$ cat src/rtl/tpu_pkg.sv
// Shared array geometry and the packed per-column psum vector type for the
// systolic array datapath.
package tpu_pkg;

  localparam int ARRAY_N   = 4;
  localparam int ACC_WIDTH = 32;

  typedef logic [ARRAY_N-1:0][ACC_WIDTH-1:0] psum_vec_t;

endpackage

$ cat src/rtl/sync_fifo.sv
// Single-clock FIFO with one write and one read per cycle, a registered occupancy
// count, and synchronous active-low reset plus synchronous clear.
module sync_fifo #(
  parameter int WIDTH = 32,
  parameter int DEPTH = 8
) (
  input  logic                     clk_i,
  input  logic                     rst_ni,
  input  logic                     clear_i,
  input  logic                     wr_en_i,
  input  logic [WIDTH-1:0]         wr_data_i,
  input  logic                     rd_en_i,
  output logic [WIDTH-1:0]         rd_data_o,
  output logic [$clog2(DEPTH):0]   count_o,
  output logic                     full_o,
  output logic                     empty_o
);

  localparam int PW = $clog2(DEPTH);
  localparam int CW = PW + 1;

  logic [WIDTH-1:0] mem_q [DEPTH];
  logic [PW-1:0]    wr_ptr_q, wr_ptr_d;
  logic [PW-1:0]    rd_ptr_q, rd_ptr_d;
  logic [CW-1:0]    count_q,  count_d;
  logic             do_wr, do_rd;

  assign empty_o = (count_q == '0);
  assign full_o  = (count_q == CW'(DEPTH));

  // A write into a full FIFO is still accepted when a read frees a slot in the same cycle.
  assign do_rd = rd_en_i & ~empty_o;
  assign do_wr = wr_en_i & (~full_o | do_rd);

  always_comb begin
    wr_ptr_d = wr_ptr_q;
    rd_ptr_d = rd_ptr_q;
    count_d  = count_q;
    if (clear_i) begin
      wr_ptr_d = '0;
      rd_ptr_d = '0;
      count_d  = '0;
    end else begin
      if (do_wr) wr_ptr_d = wr_ptr_q + PW'(1);
      if (do_rd) rd_ptr_d = rd_ptr_q + PW'(1);
      if (do_wr && !do_rd)      count_d = count_q + CW'(1);
      else if (do_rd && !do_wr) count_d = count_q - CW'(1);
    end
  end

  always_ff @(posedge clk_i) begin
    if (!rst_ni) begin
      wr_ptr_q <= '0;
      rd_ptr_q <= '0;
      count_q  <= '0;
    end else begin
      wr_ptr_q <= wr_ptr_d;
      rd_ptr_q <= rd_ptr_d;
      count_q  <= count_d;
    end
  end

  always_ff @(posedge clk_i) begin
    if (rst_ni && !clear_i && do_wr) mem_q[wr_ptr_q] <= wr_data_i;
  end

  assign rd_data_o = mem_q[rd_ptr_q];
  assign count_o   = count_q;

endmodule

$ cat src/rtl/psum_deskew_fifo.sv
// Aligns the staggered bottom-row psums of the systolic array into whole result
// vectors and queues them for the downstream accumulator on a valid/ready port.
module psum_deskew_fifo
  import tpu_pkg::*;
#(
  parameter int N          = ARRAY_N,
  parameter int ACC_WIDTH  = tpu_pkg::ACC_WIDTH,
  parameter int FIFO_DEPTH = 8,
  parameter int AF_LEVEL   = 6
) (
  input  logic                          clk,
  input  logic                          rst_n,
  input  logic                          clear,
  input  logic                          in_valid,
  input  logic [N*ACC_WIDTH-1:0]        psum_in,
  output logic                          out_valid,
  input  logic                          out_ready,
  output logic [N*ACC_WIDTH-1:0]        out_data,
  output logic [$clog2(FIFO_DEPTH):0]   fifo_count,
  output logic                          almost_full,
  output logic                          overflow
);

  localparam int CW = $clog2(FIFO_DEPTH) + 1;

  logic [N*ACC_WIDTH-1:0] aligned;
  logic [N*ACC_WIDTH-1:0] head;
  logic [CW-1:0]          count;
  logic                   push, pop, full, empty;
  logic                   overflow_q, overflow_d;

  // Column j lags column 0 by j cycles, so it needs N-1-j stages to line up.
  for (genvar j = 0; j < N; j++) begin : g_col
    if (j == N-1) begin : g_pass
      assign aligned[j*ACC_WIDTH +: ACC_WIDTH] = psum_in[j*ACC_WIDTH +: ACC_WIDTH];
    end else begin : g_dly
      localparam int D = N - 1 - j;
      logic [D*ACC_WIDTH-1:0] dly_q;
      if (D == 1) begin : g_one
        always_ff @(posedge clk) begin
          if (!rst_n) dly_q <= '0;
          else        dly_q <= psum_in[j*ACC_WIDTH +: ACC_WIDTH];
        end
      end else begin : g_many
        always_ff @(posedge clk) begin
          if (!rst_n) dly_q <= '0;
          else        dly_q <= {dly_q[(D-1)*ACC_WIDTH-1:0], psum_in[j*ACC_WIDTH +: ACC_WIDTH]};
        end
      end
      assign aligned[j*ACC_WIDTH +: ACC_WIDTH] = dly_q[D*ACC_WIDTH-1 -: ACC_WIDTH];
    end
  end

  if (N == 1) begin : g_tag_none
    assign push = in_valid & ~clear;
  end else if (N == 2) begin : g_tag_one
    logic tag_q;
    always_ff @(posedge clk) begin
      if (!rst_n || clear) tag_q <= 1'b0;
      else                 tag_q <= in_valid;
    end
    assign push = tag_q;
  end else begin : g_tag_many
    logic [N-2:0] tag_q;
    always_ff @(posedge clk) begin
      if (!rst_n || clear) tag_q <= '0;
      else                 tag_q <= {tag_q[N-3:0], in_valid};
    end
    assign push = tag_q[N-2];
  end

  assign pop = out_valid & out_ready;

  sync_fifo #(
    .WIDTH (N*ACC_WIDTH),
    .DEPTH (FIFO_DEPTH)
  ) u_fifo (
    .clk_i     (clk),
    .rst_ni    (rst_n),
    .clear_i   (clear),
    .wr_en_i   (push),
    .wr_data_i (aligned),
    .rd_en_i   (pop),
    .rd_data_o (head),
    .count_o   (count),
    .full_o    (full),
    .empty_o   (empty)
  );

  always_comb begin
    overflow_d = overflow_q;
    if (clear)                     overflow_d = 1'b0;
    else if (push && full && !pop) overflow_d = 1'b1;
  end

  always_ff @(posedge clk) begin
    if (!rst_n) overflow_q <= 1'b0;
    else        overflow_q <= overflow_d;
  end

  assign out_valid   = ~empty;
  assign out_data    = out_valid ? head : '0;
  assign fifo_count  = count;
  assign almost_full = (count >= CW'(AF_LEVEL));
  assign overflow    = overflow_q;

endmodule
$ cat config.mk
export PLATFORM = sky130hd
export DESIGN_NAME = psum_deskew_fifo
export DESIGN_NICKNAME = d
export VERILOG_FILES = /design/src/rtl/tpu_pkg.sv /design/src/rtl/sync_fifo.sv /design/src/rtl/psum_deskew_fifo.sv
export SDC_FILE = /design/constraint.sdc
export NUM_CORES = 1
export LEC_CHECK = 0
export BUFFER_PORTS_ARGS = -buffer_cell sky130_fd_sc_hd__buf_4
export CORE_MARGIN = 5
export CORE_UTILIZATION = 55
export DETAILED_ROUTE_END_ITERATION = 7
export GPL_TIMING_DRIVEN = 0
export HOLD_SLACK_MARGIN = 0.05
export MAX_ROUTING_LAYER = met4
export PLACE_DENSITY_LB_ADDON = 0.25
export SYNTH_ARGS = -nofsm -noshare
export SYNTH_HDL_FRONTEND = slang
export SYNTH_SLANG_ARGS = --single-unit
$ cat constraint.sdc
create_clock -name clk -period 17.9 [get_ports clk]
set_clock_uncertainty 0.05 [all_clocks]
set_input_delay 5.37 -clock clk [delete_from_list [all_inputs] [get_ports clk]]
set_output_delay 5.37 -clock clk [all_outputs]
set_load 0.01 [all_outputs]
==> results of run 1 <==
-- state kept, by name, summed over array words and instances, names as in the netlist, named ones only --
name               cells
u_fifo.mem_q        1024
g_col.g_dly.dly_q    192
u_fifo.count_o         4
g_tag_many.tag_q       3
u_fifo.rd_ptr_q        3
u_fifo.wr_ptr_q        3
overflow               1
-- final timing paths --
check	endpoint	slack [ns]
min reg2reg	g_tag_many.tag_q[2]	0.38
min	g_tag_many.tag_q[2]	0.38
max reg2reg	u_fifo.mem_q[4][49]	14.27
max	out_data[65]	9.13
-- final cells by class --
class	count	area share [%]
clock inverters	62	1.44
clock buffers	168	6.42
multi-input cells	769	17.2
inverters	2	0.0140
diodes	2	0.00936
well taps	1060	2.48
plain buffers	108	1.28
repair buffers	335	5.81
flip-flops and latches	1233	65.3
-- critical path, stage by stage (launching register included) --
cell	delay [ns]
dfxtp_1	0.41
clkbuf_1	0.81
buf_2	0.49
mux4_2	0.38
mux2i_1	0.33
nor2_1	0.09
buf_4	0.15
-- power breakdown --
part	total, uW	leakage (uW)	switching (uW)	internal, uW
Combinational	99.5	0.00474	50.8	48.6
Clock	2610	0.00207	1060	1550
Sequential	3130	0.0108	18.4	3110
Total	5840	0.0176	1130	4710
-- stage by stage --
| stage | hold WS, ns | cell area, sq um | total power, uW |
|---|---|---|---|
| floorplan | 0.356 | 44800 | 3230 |
| global placement | 0.363 | 48100 | 3290 |
| detailed placement | 0.362 | 49300 | 3300 |
| CTS | 0.377 | 53500 | 5890 |
| global route | 0.390 | 53500 | 6020 |
| finish | 0.379 | 53500 | 5840 |
-- cell families after synthesis --
group	Yosys count
compound gates	10
xor+xnor	6
fa+ha+maj	6
buf+inv	110
flops	1233
mux	386
simple gates	361
-- layer usage --
layer | vias to the layer above | GRT usage [%] | routed length [um]
li1 | 9281 | - | -
met1 | 11074 | 29.8 | 38400
met2 | 670 | 38.3 | 49800
met3 | 115 | 3.34 | 5230
met4 | 0 | 5.54 | 1800
met5 | - | - | 0
-- cells in the mapped netlist, drive strengths merged --
cell    count  area [sq um]
o211ai      1          7.51
clkbuf     32           120
nor3        2          10.0
nor2b       1          6.26
a211oi      1          7.51
a21oi       4          20.0
mux4      256          5770
nand2b      4          25.0
nand3b      1          7.51
xnor2       2          17.5
inv         2          7.50
nor2      148           563
mux2i     130          1300
edfxtp   1024         30700
nand3       5          25.0
fa          1          20.0
or3         1          11.3
a31o        1          8.76
o21a        1          7.51
nand2       3          11.3
xor2        4          35.0
ha          5          62.6
a21o        1          7.51
buf        76           566
and2      196          1230
a211o       1          8.76
dfxtp     209          4180
==> metrics.txt, run 1 <==
outcome=finished clean; clk slew on worst S/H paths=0.07 ns; most common cell after layout, fill and taps aside=edfxtp_1; FF-to-FF path depth=10; Sink Count=1233; filler instances=5240; Setup Crit Path Kind=register to output port; count of max-cap constraint violations=0; Mapped Avg Cell Area=21.2 sq um; largest net degree at the start of global routing=26; share of layout cells above drive strength 1=32.7%; H-tree depth=3; Vias=21140; Core Area=80700 sq um; CTS root buffer=clkbuf_16; HP Class=register to register; xor-xnor portion of the synthesized cell area=0.117%; Core Rows=104; final core occ=66.3%; RSZ-0062 raised after global routing=false; Synth Area in Simple Gates=4.21%; yosys warns=0; Post-CTS Setup Inserts=0; Non-Filler Instances=3739; remaining antenna violation count=0; die area=87200 sq um; Tot GR Track Use=22.7%; CP max FO=10; post-placement worst setup slack=9.31 ns; CP Capture Type=output port; Remaining DRCs=0; clk buf depth=3; Die X=295 um; gpl congestion=0.739; I/O pin total=268; worst hold path depth=1; fmax=0.114 GHz; Synth Area in Adders=0.184%; CP required=12.48 ns; DP HPWL=60100 um; min Tclk post-route=8.77 ns; commonest non-fill, non-tap cells in the layout=edfxtp_1 (1024), buf_4 (272), mux4_2 (256); CTS Buf Count=120; setup tns final=0 ns; Hold-fix buffers, CTS=0; Final WS setup=9.13 ns; footprint of the multi-input gates=9210 sq um; Starting Density=55.5%; vias in the first global route=22479; leakage=0.0176 uW; Die H=295 um; vias per cell=5.65; P&R area growth vs syn=19.4%; Worst EP arrival=3.35 ns; router iterations before antenna repair=5; Pins Over Slew Limit=0; Seq/Total Area, Yosys=78.0%; mux contribution to synthesized area=15.8%; Register Area=34900 sq um; measured slew at the worst slew-check pin=1.34 ns; IO buf count=267; syn nets=2251; main combinational cell family by area after synthesis=multiplexers; hold path start=g_tag_many.tag_q[1]; post-CTS sizing=0; post-synthesis compound-gate area fraction=0.151%; DRT iter0 DRCs=1720; post-synthesis instance total=2112; global-route wire length before repair=142000 um; Distinct cells, synth=33; final setup violation count=0; slew margin rel.=10.5%; Routed Wire Length=95300 um; dpl cells=3507; CP startpoint kind=register; WL/cell=25.5 um; FF-to-FF Start=u_fifo.count_o[1]; Max rail drop VDD=0.0972 mV; Post-Syn Area=44800 sq um; Clk Latency, worst-skew pair=0.68 ns; post-route clock period utilization=49.0%; TritonCTS clock tree=done; initial antenna violation count=5; P per Cell Area=109 nW/um^2; final hold vios=0; Final nets=2708; FF+latch count, synth=1233; grt total ovfl=0
Power figures use the tool's default switching activity.
==> inputs of run 2 (changes only) <==
==> constraint.sdc (replaced) <==
create_clock -name clk -period 8.85 [get_ports clk]
set_clock_uncertainty 0.05 [all_clocks]
set_input_delay 2.655 -clock clk [delete_from_list [all_inputs] [get_ports clk]]
set_output_delay 2.655 -clock clk [all_outputs]
set_load 0.01 [all_outputs]
==> metrics.txt, run 2 (synthesized netlist as in run 1, its figures left out) <==
WL/cell=25.8 um; global-route wire length before repair=143000 um; count of max-cap constraint violations=0; Die X=295 um; Die H=295 um; vias in the first global route=22519; largest net degree at the start of global routing=26; clk buf depth=3; CP startpoint kind=register; slew margin rel.=12.4%; most flop-heavy register=u_fifo.mem_q; Core Rows=104; P per Cell Area=217 nW/um^2; DP HPWL=61200 um; DRT iter0 DRCs=1747; Post-CTS Setup Inserts=0; Starting Density=55.5%; R2R Path End=u_fifo.mem_q[6][43]; fmax=0.165 GHz; measured slew at the worst slew-check pin=1.31 ns; final core occ=66.2%; min Tclk post-route=6.05 ns; initial antenna violation count=4; Pins Over Slew Limit=0; router iterations before antenna repair=5; gpl congestion=0.733; Max rail drop VDD=0.155 mV; Tot GR Track Use=23.0%; Vias=21089; Non-Filler Instances=3721; Final nets=2694; FF-to-FF Start=u_fifo.count_o[1]; final std cell area, no fill=53400 sq um; HP Class=register to register; remaining antenna violation count=0; CTS Buf Count=118; FF-to-FF path depth=7; RSZ-0062 raised after global routing=false; most common cell after layout, fill and taps aside=edfxtp_1; Cell Area, Placed=49400 sq um; I/O pin total=268; IO buf count=267; clk slew on worst S/H paths=0.06 ns; outcome=finished clean; final setup violation count=0; Clk Latency, worst-skew pair=0.67 ns; TritonCTS clock tree=done; vias per cell=5.67; Remaining DRCs=0; grt total ovfl=0; commonest non-fill, non-tap cells in the layout=edfxtp_1 (1024), buf_4 (270), mux4_2 (256); Worst EP arrival=3.35 ns; CTS root buffer=clkbuf_16; dpl cells=3495; CP Capture Type=output port; Hold-fix buffers, CTS=0; post-route clock period utilization=68.4%; Sink Count=1233; r2r setup slk=5.54 ns; die area=87200 sq um; Core Area=80700 sq um; CP required=6.15 ns; Setup crit end=out_data[66]; P&R area growth vs syn=19.3%; setup tns final=0 ns; leakage=0.0176 uW; Hold WS=0.377 ns; Largest register FFs=1024; H-tree depth=3; final hold vios=0; worst hold path depth=1; share of layout cells above drive strength 1=32.0%; Setup Crit Path Kind=register to output port; CP max FO=10; Routed Wire Length=96000 um; post-CTS sizing=0
[run 2: cell type report]
cell class                 instances  area (sq um)
sequential                      1233         34900
fill                            5192         27200
multi-input combinational        769          9220
clock buffer                     168          3440
timing repair buffer             323          3260
tap                             1060          1330
buffer                           108           687
clock inverter                    56           557
inverter                           2          7.51
antenna                            2          5.00
[run 2: worst min-delay path by stage]
stage / start / to
global route: g_col[0].g_dly.dly_q[15] / g_col[0].g_dly.dly_q[47]
floorplan: g_tag_many.tag_q[0] / g_tag_many.tag_q[1]
finish: g_col[0].g_dly.dly_q[37] / g_col[0].g_dly.dly_q[69]
global placement: g_col[0].g_dly.dly_q[50] / g_col[0].g_dly.dly_q[82]
CTS: g_col[0].g_dly.dly_q[37] / g_col[0].g_dly.dly_q[69]
detailed placement: g_col[0].g_dly.dly_q[44] / g_col[0].g_dly.dly_q[76]
[run 2: worst max-delay path, cell delays in order, from the launching register on]
cell and delay [ns]:
dfxtp_1 0.38, clkbuf_1 0.85, buf_2 0.49, mux4_2 0.37, mux2i_1 0.33, nor2_1 0.08, buf_4 0.15
[run 2: metrics by stage]
step	setup WS, ns	power [uW]
4_1_cts	2.68	11700
5_1_grt	2.62	12000
3_3_place_gp	-6.47	6650
3_5_place_dp	3.30	6670
6_report	2.80	11600
2_1_floorplan	-0.340	6530
[run 2: power breakdown]
group          leakage, uW  switching [uW]  internal (uW)
combinational      0.00474             104           98.5
sequential          0.0109            37.2           6300
clock              0.00196            2070           2990
[run 2: per-layer routing]
metal  up-vias  wire (um)  GRT usage (%)
met2       684      50100           38.6
met1     11030      38200           30.3
met5         -          0              -
li1       9254          -              -
met4         0       1570           5.00
met3       121       6160           3.76
